`config.mk`:
```
export PLATFORM = sky130hd
export DESIGN_NAME = hs_1007
export DESIGN_NICKNAME = d
export VERILOG_FILES = /design/src/rtl/hs_1007_cell.sv /design/src/rtl/hs_1007.sv
export SDC_FILE = /design/constraint.sdc
export NUM_CORES = 1
export LEC_CHECK = 0
export CORE_AREA = 8 8 45 47
export DETAILED_ROUTE_END_ITERATION = 12
export DIE_AREA = 0 0 53 55
export DONT_BUFFER_PORTS = 1
export PLACE_DENSITY = 0.3
export SKIP_CTS_REPAIR_TIMING = 1
export SYNTH_ARGS = -nofsm -noshare
export SYNTH_HDL_FRONTEND = slang
export SYNTH_SLANG_ARGS = --single-unit
export TNS_END_PERCENT = 20
```
`constraint.sdc`:
```
create_clock -name clk -period 1.1 [get_ports clk]
set_input_delay 0.22 -clock clk [delete_from_list [all_inputs] [get_ports clk]]
set_output_delay 0.22 -clock clk [all_outputs]
set_load 0.01 [all_outputs]
```
`src/rtl/hs_1007_cell.sv`:
```
// hs_1007_cell: one combinational half-subtractor lane (a - b).
// Produces the difference bit and the borrow-out for a single bit position.
module hs_1007_cell (
  input  logic a,
  input  logic b,
  output logic d,
  output logic br
);

  // The difference is set when the bits differ.
  // A borrow is needed only when subtracting 1 from 0.
  always_comb begin
    d  = a ^ b;
    br = ~a & b;
  end

endmodule

```
`src/rtl/hs_1007.sv`:
```
// hs_1007: registered half subtractor with WIDTH independent lanes.
// Each lane computes its result separately; borrows never ripple between lanes.
// Results appear one clock after the operands are sampled with in_valid high.
module hs_1007 #(
  parameter int WIDTH = 1
) (
  input  logic             clk,
  input  logic             rst,
  input  logic             in_valid,
  input  logic [WIDTH-1:0] a,
  input  logic [WIDTH-1:0] b,
  output logic [WIDTH-1:0] d,
  output logic [WIDTH-1:0] br,
  output logic             br_any,
  output logic             out_valid
);

  localparam logic [WIDTH-1:0] LANES_CLEAR = '0;

  logic [WIDTH-1:0] w_diff;
  logic [WIDTH-1:0] w_borrow;

  logic [WIDTH-1:0] r_diff;
  logic [WIDTH-1:0] r_borrow;
  logic             r_borrowAny;
  logic             r_outValid;

  for (genvar gLane = 0; gLane < WIDTH; gLane++) begin : gCell
    hs_1007_cell uCell (
      .a  (a[gLane]),
      .b  (b[gLane]),
      .d  (w_diff[gLane]),
      .br (w_borrow[gLane])
    );
  end

  // Capture the lane results only when operands are qualified, so unqualified
  // (possibly unknown) inputs cannot disturb the held result; reset wins.
  always_ff @(posedge clk) begin
    if (rst) begin
      r_diff      <= LANES_CLEAR;
      r_borrow    <= LANES_CLEAR;
      r_borrowAny <= 1'b0;
      r_outValid  <= 1'b0;
    end else begin
      r_outValid <= in_valid;
      if (in_valid) begin
        r_diff      <= w_diff;
        r_borrow    <= w_borrow;
        r_borrowAny <= |w_borrow;
      end
    end
  end

  assign d         = r_diff;
  assign br        = r_borrow;
  assign br_any    = r_borrowAny;
  assign out_valid = r_outValid;

endmodule

```
==> impl_metrics.ini, run 1 <==
[status]
run_status = finished, final reports clean

[floorplan]
die_w_um = 53
row_count = 14
die_h_um = 55
pin_count = 9
start_util = 0.0832
fp.coreArea_um2 = 1380
dieArea_um2 = 2920

[sta]
period_needed_ps = 906
slew_headroom = 0.830
hold_viol = 0
drv_slew = 0
hold-worst-slack_ps = 54.2
fin_skew_ps = 0
worst_pin_slew_ps = 255
max_freq_mhz = 1100
fin_crit_sh = 0.824
rsz0062_at_grt = no
setup_tns_ps = 0
setup_viol = 0

[logic_synthesis]
yosys_warnings = 0
synth_compound_area_frac = 0.0652
synth_top_area_frac = 0.522
netlist.top_cell.by_area = dfxtp_1
synthTopCellsByArea = dfxtp_1 52%, ha_1 11%, mux2i_1 8.7%, a211oi_1 6.5%, buf_4 6.5%
synthAdderAreaFrac = 0.109
synthCells = 11
synthesis.nets = 17
synth-simple-area-share = 0.120
synthFlopType = dfxtp_1
synth.distinct_cells = 8
synth_common_cells = 3 x dfxtp_1, 2 x nor2_1
yosys_register_bits = 3
post_synth_xor_area_fraction = 0
synth-edff-count = 0
synth_area_um2 = 115
ys_async_sr_fraction = 0
yosysMostFrequentCell = dfxtp_1
synthMuxAreaShare = 0.0870
syn_area_per_cell_um2 = 10.5
synth_top_family_by_area = simple AND/OR/NAND/NOR gates
ys_seq_area_frac = 0.522

[clock_network]
clockBufferDepth = 2
numClockSinks = 3
clk_pin_slew_worst_paths_ps = 40
cts_tree = built
cts_inserted_buffers = 3
cts_root_buf = clkbuf_4
htree_levels = 1
worstSkewPairLatency_ps = 230

[flow_run]
drv_cap = 0

[min_path]
min_to = br_any$_SDFFE_PP0P_
min_path_type = input port to register
holdCritStartpoint = rst
hold_depth = 1

[placed_design]
place.gp.congestion = 0.575
dp_cells = 26
numPortBuffers = 0
placed_area_um2 = 128

[route]
drc_errors = 0
dr_total_vias = 86
vias_per_cell = 2.87
wirelength_um = 335
wire_per_inst_um = 11.2
dr.pass1.iters = 3
postRouteAntennaNets = 0
drt_iter0_drc = 3

[worst_setup_path]
cp.required_ps = 880
cp_max_fo = 3
startpoint_type = register
rrSetupSlack_ps = 380
rr_startpoint = d$_SDFFE_PP0P_
endpoint_kind = output port
worst-setup-path-type = register to output port
critical_path.reg2reg.endpoint = d$_SDFFE_PP0P_
rr_worst_depth = 2
critPathArrivalTime_ps = 690

[pwr]
seqPwrFrac = 0.375
swShare = 0.220
p_sw_uw = 73.0
vdd_drop_max_mv = 0.610
power_uw = 332
leakagePower_nw = 0.0656
combinationalPowerShare = 0.034
p_per_area_nw_per_um2 = 2150
internal_power_uw = 258
clockPowerShare = 0.591

[grt]
gr-usage-all-layers = 0.0273
grt_max_degree = 5
grt_pass1_vias = 98
overflow = 0
antenna_found_initial = 0
grt_pass1_wl_um = 441

[cells_and_area]
instances_no_fill = 30
antenna_cells = 0
nFillCells = 157
drive_gt1_frac = 0.214
postLayoutCellArea_um2 = 154
area_growth_pct = 33.7
nNetsFinal = 21
-- placed cells by master, fill, tap and decap left out, drive strengths merged --
master  n
clkbuf  4
dfxtp   3
nor2    2
a211oi  1
mux2i   1
nor2b   1
inv     1
ha      1
-- layout make-up --
class / instances / area, um^2 / area share
sequential: 3 / 60.1 / 0.390
multi-input combinational: 6 / 43.8 / 0.285
clock buffer: 4 / 26.3 / 0.171
tap: 16 / 20.0 / 0.130
inverter: 1 / 3.75 / 0.0244
-- layer usage --
layer  wire length, um  global-route usage  share of wire
met1               131              0.0243           0.39
met2                62              0.0117           0.19
met3               141              0.0749           0.42
met4                 0                   0              0
met5                 0                   0              0
-- worst max path at each step --
stage | cells after the start | end | from
3_5_place_dp | 3 | d$_SDFFE_PP0P_ | a
3_3_place_gp | 3 | d$_SDFFE_PP0P_ | a
4_1_cts | 0 | br | br_any$_SDFFE_PP0P_
5_1_grt | 0 | br | br_any$_SDFFE_PP0P_
6_report | 0 | br | br_any$_SDFFE_PP0P_
2_1_floorplan | 3 | d$_SDFFE_PP0P_ | a
-- sequential cells by signal, summed over array words and instances, names as in the netlist --
name	cells
br_any	1
out_valid	1
d	1
-- power by group through the flow --
stage / clock [mW] / sequential (mW) / combinational (mW)
6_report: 0.196 / 0.124 / 0.0113
5_1_grt: 0.213 / 0.126 / 0.0135
4_1_cts: 0.206 / 0.125 / 0.0115
3_5_place_dp: 0 / 0.126 / 0.0110
3_3_place_gp: 0 / 0.126 / 0.0103
2_1_floorplan: 0 / 0.123 / 0.0121
-- metrics by stage --
| step | utilization | setup slack, ps |
|---|---|---|
| 3_3_place_gp | 0.0922 | 290 |
| 4_1_cts | 0.111 | 177 |
| 5_1_grt | 0.111 | 158 |
| 2_1_floorplan | - | 307 |
| 6_report | 0.111 | 194 |
| 3_5_place_dp | 0.0922 | 265 |
-- cell families (layout without fill, tap and decap cells) --
logic type	after synthesis	after routing
multiplexers	1	1
adder cells (fa/ha/maj)	1	1
flip-flops	3	3
AND/OR/NAND/NOR	3	3
buffers and inverters	2	5
AO/OA/AOI/OAI	1	1
Power figures use the tool's default switching activity.
==> inputs of run 2 (changes only) <==
--- a/config.mk
+++ b/config.mk
@@ -5,11 +5,12 @@
 export SDC_FILE = /design/constraint.sdc
 export NUM_CORES = 1
 export LEC_CHECK = 0
+export ABC_AREA = 1
 export CORE_AREA = 8 8 45 47
 export DETAILED_ROUTE_END_ITERATION = 12
 export DIE_AREA = 0 0 53 55
 export DONT_BUFFER_PORTS = 1
-export PLACE_DENSITY = 0.3
+export PLACE_DENSITY = 0.31
 export SKIP_CTS_REPAIR_TIMING = 1
 export SYNTH_ARGS = -nofsm -noshare
 export SYNTH_HDL_FRONTEND = slang
==> constraint.sdc (replaced) <==
create_clock -name clk -period 0.9 [get_ports clk]
set_input_delay 0.18 -clock clk [delete_from_list [all_inputs] [get_ports clk]]
set_output_delay 0.18 -clock clk [all_outputs]
set_load 0.01 [all_outputs]
==> run 2 against run 1 <==
  * Synthesized cell count is 45% higher
  * Non-clock buffer count stayed put
  * Worst setup slack worse by 140 ps
  * Hold slack worse by 35 ps
  * Sequential power is 24% higher
  * Clock skew stayed put
  * First-iteration DRC count is 33% lower
==> impl_metrics.ini, run 2 <==
[pwr]
power_uw = 408
vdd_drop_max_mv = 0.203
p_per_area_nw_per_um2 = 2470
leakagePower_nw = 0.0848

[grt]
overflow = 0
gr-usage-all-layers = 0.0284
grt_pass1_wl_um = 489
antenna_found_initial = 0
grt_pass1_vias = 120
grt_max_degree = 5

[worst_setup_path]
endpoint_kind = output port
path_depth = 0
rrSetupSlack_ps = 170
critical_path.reg2reg.endpoint = br_any$_SDFFE_PP0P_
rr_worst_depth = 2
worst-setup-path-type = register to output port
cp.required_ps = 720
rr_startpoint = br_any$_SDFFE_PP0P_
cp_max_fo = 3
critPathArrivalTime_ps = 670
startpoint_type = register

[clock_network]
cts_inserted_buffers = 3
clockBufferDepth = 2
htree_levels = 1
cts_root_buf = clkbuf_4
numClockSinks = 3
clk_pin_slew_worst_paths_ps = 40
worstSkewPairLatency_ps = 230
cts_tree = built

[status]
run_status = finished, final reports clean

[logic_synthesis]
synth_top_area_frac = 0.475
ys_async_sr_fraction = 0
synth.distinct_cells = 9
yosysMostFrequentCell = inv_1
syn_area_per_cell_um2 = 7.90
synthTopCellsByArea = dfxtp_1 48%, inv_1 12%, ha_1 9.9%, nor2_1 8.9%, buf_4 5.9%
synth-edff-count = 0
synthCells = 16
synth_area_um2 = 126
yosys_register_bits = 3
netlist.top_cell.by_area = dfxtp_1
synthesis.nets = 22
synth_common_cells = 4 x inv_1, 3 x dfxtp_1, 3 x nor2_1
ys_seq_area_frac = 0.475
yosys_warnings = 0
synthFlopType = dfxtp_1

[floorplan]
die_h_um = 55
dieArea_um2 = 2920
die_w_um = 53
row_count = 14
start_util = 0.0913
fp.coreArea_um2 = 1380
pin_count = 9

[min_path]
holdCritStartpoint = rst
min_path_type = input port to register
min_to = out_valid$_SDFF_PP0_
hold_depth = 1

[route]
wire_per_inst_um = 8.71
drc_errors = 0
dr_total_vias = 105
postRouteAntennaNets = 0
wirelength_um = 305
vias_per_cell = 3.00
drt_iter0_drc = 2
dr.pass1.iters = 3

[sta]
fin_skew_ps = 0
fin_crit_sh = 0.943
hold_viol = 0
setup_tns_ps = 0
period_needed_ps = 849
worst_pin_slew_ps = 236
drv_slew = 0
slew_headroom = 0.842
setup_viol = 0
max_freq_mhz = 1180
rsz0062_at_grt = no

[flow_run]
drv_cap = 0

[placed_design]
placed_area_um2 = 139
place.gp.congestion = 0.697
hpwlAfterDp_um = 243
numPortBuffers = 0
dp_cells = 31

[cells_and_area]
nNetsFinal = 26
area_growth_pct = 30.7
drive_gt1_frac = 0.211
seqCellArea_um2 = 60.1
multi_input_area_um2 = 43.8
postLayoutCellArea_um2 = 165
antenna_cells = 0
nFillCells = 159
layout_common_cells = 4 x inv_1, 3 x nor2_1, 3 x dfxtp_1, 3 x clkbuf_4
instances_no_fill = 35
fin_util = 0.119
final_common_cell = inv_1
## run 2: worst max path at each step
stage                        start  slack (ps)        endpoint
2_1_floorplan                    a         210  d$_SDFFE_PP0P_
3_3_place_gp                     a         160  d$_SDFFE_PP0P_
3_5_place_dp                     a         160  d$_SDFFE_PP0P_
4_1_cts        br_any$_SDFFE_PP0P_          30              br
5_1_grt        br_any$_SDFFE_PP0P_           8          br_any
6_report       br_any$_SDFFE_PP0P_          50          br_any
## run 2: kinds of logic (layout without fill, tap and decap cells)
logic type               after synthesis  after routing  synth area share
AND/OR/NAND/NOR                        5              5             0.168
adder cells (fa/ha/maj)                1              1            0.0990
buffers and inverters                  5              8             0.178
flip-flops                             3              3             0.475
AO/OA/AOI/OAI                          2              2            0.0791
## run 2: through the flow
stage	hold WS, ps	setup slack, ps
6_report	18.9	51.3
5_1_grt	16.8	8.13
4_1_cts	10.7	30.6
3_5_place_dp	258	158
3_3_place_gp	254	158
2_1_floorplan	252	205
## run 2: power by group
part / internal [mW] / total [mW] / switching (mW)
logic: 0.00895 / 0.0200 / 0.0110
registers: 0.143 / 0.154 / 0.0114
clock network: 0.166 / 0.233 / 0.0675
total: 0.318 / 0.408 / 0.0898
## run 2: per-layer routing
layer  track usage  share of wire  routed length [um]  vias up
met1        0.0197           0.33                 102       41
met4        0.0647          0.056                  17        0
met3        0.0294           0.34                 104        2
met2        0.0254           0.27                  81       11
li1              -              -                   -       51
met5             0              0                   0        -
## run 2: area by class of cell
| cell class | count | share of cell area |
|---|---|---|
| flip-flops and latches | 3 | 0.364 |
| multi-input cells | 8 | 0.265 |
| clock buffers | 4 | 0.159 |
| well taps | 16 | 0.121 |
| inverters | 4 | 0.0909 |
==> inputs of run 3 (changes only) <==
--- a/config.mk
+++ b/config.mk
@@ -5,12 +5,12 @@
 export SDC_FILE = /design/constraint.sdc
 export NUM_CORES = 1
 export LEC_CHECK = 0
-export ABC_AREA = 1
 export CORE_AREA = 8 8 45 47
 export DETAILED_ROUTE_END_ITERATION = 12
 export DIE_AREA = 0 0 53 55
 export DONT_BUFFER_PORTS = 1
-export PLACE_DENSITY = 0.31
+export PLACE_DENSITY = 0.3
+export REMOVE_ABC_BUFFERS = 1
 export SKIP_CTS_REPAIR_TIMING = 1
 export SYNTH_ARGS = -nofsm -noshare
 export SYNTH_HDL_FRONTEND = slang
==> run 3 against run 2 <==
  * Sequential power is 3% lower
  * Cell area is 5.3% higher
  * First-iteration DRC count is 100% lower
  * Non-clock buffer count is 2 higher
  * Sequential share of layout area is 0.39 points lower
  * Clock skew stayed put
  * Register-to-register slack better by 80 ps
  * Flip-flop and latch count stayed put
  * Utilization is 0.63 points higher
  * Maximum frequency is 0.43% lower
  * Critical path depth is 1 higher
  * Routed wire length is 0.33% lower
  * Critical path type unchanged
  * Largest power group unchanged
==> impl_metrics.ini, run 3 (same netlist as run 1, synthesis figures left out) <==
[grt]
overflow = 0
gr-usage-all-layers = 0.0333
antenna_found_initial = 0
grt_pass1_vias = 94
grt_pass1_wl_um = 510
grt_max_degree = 5

[route]
dr_total_vias = 90
dr.pass1.iters = 1
drc_errors = 0
vias_per_cell = 2.81
wirelength_um = 304
postRouteAntennaNets = 0
wire_per_inst_um = 9.50
drt_iter0_drc = 0

[worst_setup_path]
endpoint_kind = output port
path_depth = 1
cp_max_fo = 2
rrSetupSlack_ps = 250
critPathArrivalTime_ps = 670
rr_worst_depth = 2
worst-path-buf-inv = 1
startpoint_type = register
cp_top_family = flip-flops
worst-setup-path-type = register to output port
cpMaxStageDelayCell = dfxtp_2
worstPathCellList = buf_4
cp.required_ps = 720
rr_startpoint = br_any$_SDFFE_PP0P_
critical_path.reg2reg.endpoint = br_any$_SDFFE_PP0P_
critPathMaxStageDelay_ps = 310

[sta]
drv_slew = 0
max_freq_mhz = 1170
slew_headroom = 0.893
setup_viol = 0
fin_crit_sh = 0.947
worst_pin_slew_ps = 160
rsz0062_at_grt = no
period_needed_ps = 852
fin_skew_ps = 0
hold_viol = 0
hold-worst-slack_ps = 32.6
setup_tns_ps = 0

[cells_and_area]
drive_gt1_frac = 0.375
area_growth_pct = 51.1
seqCellArea_um2 = 62.6
layout_common_cells = 3 x clkbuf_4, 2 x nor2_1, 2 x dfxtp_2
instances_no_fill = 32
nNetsFinal = 23
nFillCells = 154
antenna_cells = 0
multi_input_area_um2 = 43.8
final_common_cell = clkbuf_4

[floorplan]
die_w_um = 53
fp.coreArea_um2 = 1380
start_util = 0.0832
pin_count = 9
row_count = 14
dieArea_um2 = 2920
die_h_um = 55

[placed_design]
dp_cells = 27
place.gp.congestion = 0.615
numPortBuffers = 0

[clock_network]
cts_inserted_buffers = 3
cts_root_buf = clkbuf_4
htree_levels = 1
clk_pin_slew_worst_paths_ps = 40
numClockSinks = 3
cts_tree = built
worstSkewPairLatency_ps = 230
clockBufferDepth = 2

[pwr]
p_per_area_nw_per_um2 = 2360
vdd_drop_max_mv = 0.548
leakagePower_nw = 0.0756

[status]
run_status = finished, final reports clean

[min_path]
holdCritStartpoint = in_valid
min_to = d$_SDFFE_PP0P_
min_path_type = input port to register
hold_depth = 1

[flow_run]
drv_cap = 0
run 3: how the worst max path moves through the flow:
stage,startpoint,end,slack [ps]
floorplan,a,d$_SDFFE_PP0P_,150
CTS,br_any$_SDFFE_PP0P_,br,20
global route,d$_SDFFE_PP0P_,d,7
global placement,a,d$_SDFFE_PP0P_,120
detailed placement,a,d$_SDFFE_PP0P_,120
finish,d$_SDFFE_PP0P_,d,50
run 3: per-layer routing:
layer,global-route usage,share of wire,vias up
met5,0,0,-
met4,0.0129,0,0
met3,0.0829,0.43,0
met2,0.0234,0.22,12
met1,0.0228,0.35,32
li1,-,-,46
run 3: per-stage QoR:
stage | instance area (um^2) | setup slack [ps] | power, mW | util
after detailed placement | 135 | 120 | 0.172 | 0.0976
after floorplan | 108 | 147 | 0.163 | -
final | 174 | 47.7 | 0.411 | 0.126
after global placement | 135 | 115 | 0.172 | 0.0976
after CTS | 161 | 16.0 | 0.421 | 0.117
after global routing | 174 | 6.79 | 0.459 | 0.126
run 3: power breakdown:
| part | switching, mW | internal, mW |
|---|---|---|
| Clock | 0.0687 | 0.166 |
| Combinational | 0.0104 | 0.0150 |
| Sequential | 0.00757 | 0.143 |
| Total | 0.0867 | 0.324 |
run 3: area by class of cell:
cell class / instances / share of cell area
repair buffers: 2 / 0.101
inverters: 1 / 0.0216
well taps: 16 / 0.115
flip-flops and latches: 3 / 0.360
clock buffers: 4 / 0.151
multi-input cells: 6 / 0.252
